File: config.mk
export PLATFORM = sky130hd
export DESIGN_NAME = stage_m_flat
export DESIGN_NICKNAME = d
export VERILOG_FILES = /design/src/rtl/stage_m_if.sv /design/src/rtl/stage_m.sv /design/src/flat_wrapper.sv
export SDC_FILE = /design/constraint.sdc
export NUM_CORES = 1
export LEC_CHECK = 0
export CORE_ASPECT_RATIO = 1.5
export CORE_MARGIN = 1.5
export CORE_UTILIZATION = 46
export DETAILED_ROUTE_END_ITERATION = 10
export GPL_ROUTABILITY_DRIVEN = 0
export PLACE_DENSITY = 0.84
export SETUP_SLACK_MARGIN = 0.4
export SLEW_MARGIN = 20
export SYNTH_ARGS = -nofsm -noshare
export SYNTH_HDL_FRONTEND = slang
export SYNTH_SLANG_ARGS = --single-unit
export TNS_END_PERCENT = 50
File: constraint.sdc
create_clock -name clk -period 3.4 [get_ports clk]
set_input_delay 0.68 -clock clk [delete_from_list [all_inputs] [get_ports clk]]
set_output_delay 0.68 -clock clk [all_outputs]
set_load 0.05 [all_outputs]
File: src/rtl/stage_m_if.sv
// Data-memory port of the memory stage: req/ready request channel plus rvalid response.
interface stage_m_if;
  logic        mem_req;
  logic        mem_we;
  logic [31:0] mem_addr;
  logic [31:0] mem_wdata;
  logic [3:0]  mem_be;
  logic        mem_ready;
  logic        mem_rvalid;
  logic [31:0] mem_rdata;

  modport master (
    output mem_req, mem_we, mem_addr, mem_wdata, mem_be,
    input  mem_ready, mem_rvalid, mem_rdata
  );

  modport slave (
    input  mem_req, mem_we, mem_addr, mem_wdata, mem_be,
    output mem_ready, mem_rvalid, mem_rdata
  );
endinterface

File: src/rtl/stage_m.sv
// Memory stage: E->M pipeline register, store lane formatting, load extension into
// ReadDataW, and the IDLE/REQ/RESP handshake FSM that drives StallM.
module stage_m (
  input  logic        clk,
  input  logic        rst,
  input  logic [31:0] ALUResultE,
  input  logic [31:0] WriteDataE,
  input  logic [31:0] PCPlus4E,
  input  logic [4:0]  RdE,
  input  logic        RegWriteE,
  input  logic [1:0]  ResultSrcE,
  input  logic        MemWriteE,
  input  logic        MemReadE,
  input  logic [2:0]  SizeE,
  input  logic        armE,
  input  logic        PCSrcE,
  output logic [31:0] ALUResultM,
  output logic [31:0] PCPlus4M,
  output logic [4:0]  RdM,
  output logic        RegWriteM,
  output logic [1:0]  ResultSrcM,
  output logic        armM,
  output logic        PCSrcM,
  output logic [31:0] ReadDataW,
  output logic        StallM,
  output logic        MisalignedM,
  stage_m_if.master   mem
);

  typedef enum logic [1:0] {IDLE, REQ, RESP} state_t;
  state_t state;

  logic [31:0] alu_q, wdata_q, pc4_q;
  logic [4:0]  rd_q;
  logic        regwrite_q, memwrite_q, memread_q, arm_q, pcsrc_q;
  logic [1:0]  rsrc_q;
  logic [2:0]  size_q;
  logic        misaligned, access;
  logic [31:0] lane, load_fmt;

  always_comb begin
    misaligned = 1'b0;
    if (memread_q | memwrite_q) begin
      case (size_q[1:0])
        2'b01:   misaligned = alu_q[0];
        2'b10:   misaligned = (alu_q[1:0] != 2'b00);
        default: misaligned = 1'b0;
      endcase
    end
    access = (memread_q | memwrite_q) & ~misaligned;
  end

  // A store completes on acceptance; a load always waits at least one cycle for rvalid.
  always_comb begin
    StallM = 1'b0;
    case (state)
      IDLE:    StallM = access & (~mem.mem_ready | memread_q);
      REQ:     StallM = ~mem.mem_ready | memread_q;
      RESP:    StallM = ~mem.mem_rvalid;
      default: StallM = 1'b0;
    endcase
  end

  always_comb begin
    mem.mem_req   = access & (state != RESP);
    mem.mem_we    = memwrite_q;
    mem.mem_addr  = {alu_q[31:2], 2'b00};
    mem.mem_wdata = wdata_q;
    mem.mem_be    = 4'b1111;
    if (memwrite_q) begin
      case (size_q[1:0])
        2'b00: begin
          mem.mem_wdata = {4{wdata_q[7:0]}};
          mem.mem_be    = 4'b0001 << alu_q[1:0];
        end
        2'b01: begin
          mem.mem_wdata = {2{wdata_q[15:0]}};
          mem.mem_be    = alu_q[1] ? 4'b1100 : 4'b0011;
        end
        default: begin
          mem.mem_wdata = wdata_q;
          mem.mem_be    = 4'b1111;
        end
      endcase
    end
  end

  always_comb begin
    lane     = mem.mem_rdata >> {alu_q[1:0], 3'b000};
    load_fmt = mem.mem_rdata;
    case (size_q[1:0])
      2'b00:   load_fmt = {{24{~size_q[2] & lane[7]}}, lane[7:0]};
      2'b01:   load_fmt = {{16{~size_q[2] & lane[15]}}, lane[15:0]};
      default: load_fmt = mem.mem_rdata;
    endcase
  end

  always_ff @(posedge clk) begin
    if (rst) begin
      state      <= IDLE;
      alu_q      <= '0;
      wdata_q    <= '0;
      pc4_q      <= '0;
      rd_q       <= '0;
      regwrite_q <= 1'b0;
      rsrc_q     <= '0;
      memwrite_q <= 1'b0;
      memread_q  <= 1'b0;
      size_q     <= '0;
      arm_q      <= 1'b0;
      pcsrc_q    <= 1'b0;
      ReadDataW  <= '0;
    end else begin
      case (state)
        IDLE: if (access) begin
          if (mem.mem_ready) state <= memread_q ? RESP : IDLE;
          else               state <= REQ;
        end
        REQ: if (mem.mem_ready) state <= memread_q ? RESP : IDLE;
        RESP: if (mem.mem_rvalid) begin
          state     <= IDLE;
          ReadDataW <= load_fmt;
        end
        default: state <= IDLE;
      endcase
      if (!StallM) begin
        alu_q      <= ALUResultE;
        wdata_q    <= WriteDataE;
        pc4_q      <= PCPlus4E;
        rd_q       <= RdE;
        regwrite_q <= RegWriteE;
        rsrc_q     <= ResultSrcE;
        memwrite_q <= MemWriteE;
        memread_q  <= MemReadE;
        size_q     <= SizeE;
        arm_q      <= armE;
        pcsrc_q    <= PCSrcE;
      end
    end
  end

  assign ALUResultM  = alu_q;
  assign PCPlus4M    = pc4_q;
  assign RdM         = rd_q;
  assign ResultSrcM  = rsrc_q;
  assign armM        = arm_q;
  assign MisalignedM = misaligned;
  assign RegWriteM   = regwrite_q & ~StallM & ~misaligned;
  assign PCSrcM      = pcsrc_q & ~StallM;

endmodule
File: src/flat_wrapper.sv
// flat-port wrapper written by rule: the top's interface ports become plain ports
module stage_m_flat 
  (clk, rst, ALUResultE, WriteDataE, PCPlus4E, RdE, RegWriteE, ResultSrcE, MemWriteE, MemReadE, SizeE, armE, PCSrcE, ALUResultM, PCPlus4M, RdM, RegWriteM, ResultSrcM, armM, PCSrcM, ReadDataW, StallM, MisalignedM, mem_mem_req, mem_mem_we, mem_mem_addr, mem_mem_wdata, mem_mem_be, mem_mem_ready, mem_mem_rvalid, mem_mem_rdata);
  stage_m_if mem_i ();
  input  logic clk;
  input  logic rst;
  input  logic [31:0] ALUResultE;
  input  logic [31:0] WriteDataE;
  input  logic [31:0] PCPlus4E;
  input  logic [4:0] RdE;
  input  logic RegWriteE;
  input  logic [1:0] ResultSrcE;
  input  logic MemWriteE;
  input  logic MemReadE;
  input  logic [2:0] SizeE;
  input  logic armE;
  input  logic PCSrcE;
  output logic [31:0] ALUResultM;
  output logic [31:0] PCPlus4M;
  output logic [4:0] RdM;
  output logic RegWriteM;
  output logic [1:0] ResultSrcM;
  output logic armM;
  output logic PCSrcM;
  output logic [31:0] ReadDataW;
  output logic StallM;
  output logic MisalignedM;
  output wire logic [$bits(mem_i.mem_req)-1:0] mem_mem_req;
  output wire logic [$bits(mem_i.mem_we)-1:0] mem_mem_we;
  output wire logic [$bits(mem_i.mem_addr)-1:0] mem_mem_addr;
  output wire logic [$bits(mem_i.mem_wdata)-1:0] mem_mem_wdata;
  output wire logic [$bits(mem_i.mem_be)-1:0] mem_mem_be;
  input wire logic [$bits(mem_i.mem_ready)-1:0] mem_mem_ready;
  input wire logic [$bits(mem_i.mem_rvalid)-1:0] mem_mem_rvalid;
  input wire logic [$bits(mem_i.mem_rdata)-1:0] mem_mem_rdata;
  assign mem_mem_req = mem_i.mem_req;
  assign mem_mem_we = mem_i.mem_we;
  assign mem_mem_addr = mem_i.mem_addr;
  assign mem_mem_wdata = mem_i.mem_wdata;
  assign mem_mem_be = mem_i.mem_be;
  assign mem_i.mem_ready = mem_mem_ready;
  assign mem_i.mem_rvalid = mem_mem_rvalid;
  assign mem_i.mem_rdata = mem_mem_rdata;
  stage_m u_core (.clk(clk), .rst(rst), .ALUResultE(ALUResultE), .WriteDataE(WriteDataE), .PCPlus4E(PCPlus4E), .RdE(RdE), .RegWriteE(RegWriteE), .ResultSrcE(ResultSrcE), .MemWriteE(MemWriteE), .MemReadE(MemReadE), .SizeE(SizeE), .armE(armE), .PCSrcE(PCSrcE), .ALUResultM(ALUResultM), .PCPlus4M(PCPlus4M), .RdM(RdM), .RegWriteM(RegWriteM), .ResultSrcM(ResultSrcM), .armM(armM), .PCSrcM(PCSrcM), .ReadDataW(ReadDataW), .StallM(StallM), .MisalignedM(MisalignedM), .mem(mem_i));
endmodule
; After elaboration in Yosys (flattened, before gate mapping)
; Index checks and enable logic that the tools add are counted.
; Widths: inputs -> output; s select.
[totals]
reg_bits = 145
input_bits = 147
out_inout_bits = 178
wordCells = 58
[classes]
n_eq_ne = 8
shifts = 2
mux = 15
bitwise = 15
reduce_logical = 5
[ops]
columns = cell, count
row1 = $pmux 32 s2, 2
row2 = $mux 32, 1
row3 = $shr 32x5->16, 1
row4 = $mux 2, 5
row5 = $and 1x1->1, 8
row6 = $mux 4, 2
row7 = $pmux 4 s2, 1
row8 = $ne 2x2->1 const B, 3
row9 = $pmux 2 s3, 1
row10 = $not 1->1, 5
row11 = $eq 2x1->1 const B, 2
row12 = $eq 2x2->1 const B, 2
row13 = $logic_not 2->1, 2
row14 = $shl 1x2->4 const A, 1
row15 = $pmux 1 s3, 1
row16 = $reduce_and 3->1, 1
row17 = $ne 2x1->1 const B, 1
row18 = $or 1x1->1, 2
row19 = $pmux 1 s2, 1
row20 = $reduce_and 2->1, 1
row21 = $reduce_bool 2->1, 1
row22 = $mux 1, 1

; Depth between registers and ports, before layout
[logic_depth]
word_depth = 10
mapped_depth = 9
mapped_depth_nobuf = 6

; Worst setup path after synthesis
; No wires, ideal clock.
[synth_path]
kind = register -> output
from = reg u_core.alu_q[0], in the netlist u_core.ALUResultM[0]
to = out mem_mem_be[1]
arrival_ns = 2.478
slack_ns = 0.242
stages_incl_launch_ff = 5
n_path_buf = 2
path_cell_list = dfxtp_1 -> clkbuf_1 -> buf_1 -> nor2_1 -> o21ai_0
[synth_between]
elab_chain_len = 3
[synth_rtl]
columns = item, line
row1 = start: declaration, stage_m.sv:33  ; logic [31:0] alu_q, wdata_q, pc4_q;
row2 = start signal: assignment, stage_m.sv:127  ; alu_q <= ALUResultE;
row3 = $shl 1x2->4, stage_m.sv:74  ; mem.mem_be = 4'b0001 << alu_q[1:0];
row4 = $pmux 4 s2, stage_m.sv:71  ; case (size_q[1:0])
row5 = $mux 4, stage_m.sv:70  ; if (memwrite_q) begin
row6 = end: declaration, flat_wrapper.sv:32  ; output wire logic [$bits(mem_i.mem_be)-1:0] mem_mem_be;
; Every way passes these cells.

; Worst setup path in the final report
[layout_path]
from = reg u_core.size_q[1]
to = out RegWriteM
[layout_between]
elab_chain_len = 10
word_cells_on_any_way = 11
[layout_rtl]
columns = item, line
row1 = start: declaration, stage_m.sv:37  ; logic [2:0] size_q;
row2 = start signal: assignment, stage_m.sv:135  ; size_q <= SizeE;
row3 = $eq 2x2->1 or $eq 2x1->1 (tied branches), stage_m.sv:44  ; case (size_q[1:0])
row4 = $pmux 1 s2 *, stage_m.sv:44
row5 = $mux 1 *, stage_m.sv:43  ; if (memread_q | memwrite_q) begin
row6 = $not 1->1 *, "stage_m.sv:50, stage_m.sv:148"
row7 = $and 1x1->1, stage_m.sv:50  ; access = (memread_q | memwrite_q) & ~misaligned;
row8 = $and 1x1->1, stage_m.sv:57  ; IDLE: StallM = access & (~mem.mem_ready | memread_q);
row9 = $pmux 1 s3, stage_m.sv:56  ; case (state)
row10 = $not 1->1, stage_m.sv:148  ; assign RegWriteM = regwrite_q & ~StallM & ~misaligned;
row11 = $and 1x1->1, stage_m.sv:148
row12 = $and 1x1->1 *, stage_m.sv:148
row13 = end: declaration, flat_wrapper.sv:21  ; output logic RegWriteM;
; Mark *: on every way between the ends. The rest lies on a longest branch, timed or not.

==> key figures <==
Clocking
  – Num Clock Sinks: 145
  – Post-CTS setup buffer count: 0
  – Worst skew pair latency: 0.42 ns
  – Worst-case clock buffer depth: 2
  – CTS tree: done
  – Hold buffers post-CTS: 0
  – Cts bufs inserted: 17
  – Root Driver: clkbuf_16
  – Clock-pin slew on the worst setup and hold paths: 0.07 ns
  – CTS H-Tree Depth: 4

Logic synthesis
  – Synth Area in Adders: 0.502%
  – Synth top area share: 38.8%
  – Xor/xnor share of the synthesized area: 0%
  – Synth area leaders: dfxtp_1, nand2b_1, mux2i_1
  – Largest family of logic cells by synthesized area: simple AND/OR/NAND/NOR gates
  – Post-synthesis mux area share: 17.5%
  – Simple-gate share of the synthesized area: 23.4%
  – Yosys top cell by area: dfxtp_1
  – Distinct cells, synth: 38
  – Most frequent cell after synthesis: nand2b_1
  – Async SR Flop Fraction: 0%
  – Gate Count Post-Synth: 803
  – Sequential area share after synthesis: 38.8%
  – Netlist Area Pre-Place: 7480 µm²
  – Synth top cells by count: nand2b_1, dfxtp_1, mux2i_1
  – #FFs+latches synth: 145
  – Synth Area in Compound Gates: 11.3%
  – Synth warn: 0
  – Mean post-synth cell area: 9.31 µm²
  – EDFF count, synth: 0
  – Top FF cell, synth: dfxtp_1

Placed design
  – Worst slack at placement: 0.510 ns
  – DP Area: 10500 µm²
  – DPL Wire Length: 16000 µm
  – IO buf count: 322

Worst setup path
  – Critical path startpoint category: flip-flop
  – Arrival @ worst endpoint: 2.29 ns
  – Worst Path Required: 2.72 ns
  – Crit path capture type: primary output
  – Setup CP Type: reg -> out
  – Max FO, Critical Path: 11

Cells and area
  – Sequential Area: 2900 µm²
  – Area delta synth->final: 48.1%
  – Multi-input logic area: 3970 µm²
  – Antenna Diode Count: 0
  – Final #Nets: 1205
  – Share of cells above drive strength 1: 8.71%
  – Layout fillers: 1251
  – Post-Layout Inst Area: 11100 µm²

Power
  – PD cells: 596 nW/µm²
  – Max IR drop VDD: 0.402 mV
  – Overall power: 0.00660 W
  – Leakage: 4.57 nW

Status
  – Result of the run: finished clean

Timing
  – Worst-Margin Slew: 0.830 ns
  – Hold slack: 0.452 ns
  – Setup_tns: 0 ns
  – Max-slew violation count: 0
  – Endpoints failing setup: 0
  – Final hold viol count: 0
  – Final Skew: 0.0128 ns
  – Worst rel slew slack: 44.5%
  – Setup slack after layout: 0.431 ns
  – Fmax: 337 MHz
  – Fin crit period: 2.97 ns
  – Final period util: 87.3%
  – RSZ-0062 raised after global routing: yes

Route
  – Avg Vias per Cell: 5.13
  – Avg WL per Cell: 17.2 µm
  – Antenna Nets Post-Route: 0
  – Wirelength, routed: 21800 µm
  – DRT iter0 DRCs: 307
  – TritonRoute pass-1 iters: 4
  – Routed vias: 6523
  – DRC: 0

Die
  – Total Die Area: 17000 µm²
  – Die Wd: 107 µm
  – Die Y: 159 µm
  – Row Count: 56
  – Core area: 15800 µm²
  – Boundary pin count: 325
  – Starting density of the core: 47.4%

GRT
  – GRT overflow: 0
  – Vias in the first global route: 6411
  – Initial antenna violation count: 1
  – First-pass GRT wire length: 33500 µm
  – All-Layer GR Usage: 24.9%
  – Largest net degree at the start of global routing: 80

Worst hold path
  – Min-delay worst type: reg -> reg

Run
  – Max_cap viols: 0
==> stage by stage <==
| step | util, % | instances |
|---|---|---|
| floorplan | - | 804 |
| global placement | 66.4 | 1239 |
| detailed placement | 66.4 | 1239 |
| CTS | 70.1 | 1271 |
| global route | 70.2 | 1271 |
| finish | 70.2 | 1271 |
==> state kept, by name, indices dropped and copies added, names as in the netlist, 2 cells and up <==
register	flops
u_core.ALUResultM	32
u_core.PCPlus4M	32
u_core.ReadDataW	32
u_core.wdata_q	32
u_core.RdM	5
u_core.size_q	3
u_core.ResultSrcM	2
u_core.state	2
==> timing repair <==
item	4_1_cts	5_1_grt
endpoints found under the setup margin	22	13
pin swaps	1	0
gates cloned	0	0
gates resized for setup	3	5
==> worst paths after layout <==
path	startpoint	endpoint	slack (ns)	cells after the start
setup / recovery	u_core.size_q[1]	RegWriteM	0.43	7
hold / removal	u_core.ReadDataW[4]	u_core.ReadDataW[4]	0.45	2
setup reg to reg	u_core.ALUResultM[1]	u_core.ReadDataW[23]	1.20	5
hold reg to reg	u_core.ReadDataW[4]	u_core.ReadDataW[4]	0.45	2
==> placed cells by master, fill, tap and decap left out, types with 24 or more instances in the layout <==
cell type and count:
a211oi_1 24, a21oi_1 28, a22o_1 31, buf_4 37, clkdlybuf4s50_1 290, dfxtp_1 145, mux2i_1 118, nand2b_1 226
nor2_1 36
==> layout make-up <==
| cell class | count | area share (%) |
|---|---|---|
| Tap cell | 203 | 2.29 |
| Timing Repair Buffer | 336 | 30.2 |
| Inverter | 5 | 0.170 |
| Multi-Input combinational cell | 550 | 35.9 |
| Sequential cell | 145 | 26.2 |
| Clock buffer | 17 | 3.84 |
| Clock inverter | 15 | 1.45 |
==> worst max-delay path, stage by stage (launching register included) <==
cell and delay, ns:
dfxtp_1 0.35, inv_1 0.08, ha_2 0.26, o211ai_2 0.23, nand2_1 0.13, o311a_4 0.42
and3b_1 0.23, buf_12 0.16
==> per-layer routing <==
metal  global-route usage (%)  wire, µm  up-vias
met5                        0         0        -
li1                         -         -     3190
met1                     26.9      8130     3043
met3                     6.63      1510       34
met4                     10.3       679        0
met2                     45.0     11500      256
==> kinds of logic (layout without fill, tap and decap cells) <==
family / Yosys count / after routing
AND/OR/NAND/NOR: 301 / 301
flip-flops: 145 / 145
multiplexers: 128 / 128
AO/OA/AOI/OAI: 116 / 116
buffers and inverters: 109 / 373
adder cells (fa/ha/maj): 3 / 3
other: 1 / 2
==> power breakdown <==
part,internal (W),switching (W)
sequential,0.00190,0.000164
clock,0.00105,0.000832
combinational,0.00102,0.00164
total,0.00397,0.00263
Note: power is estimated with default switching activity, not from simulation.
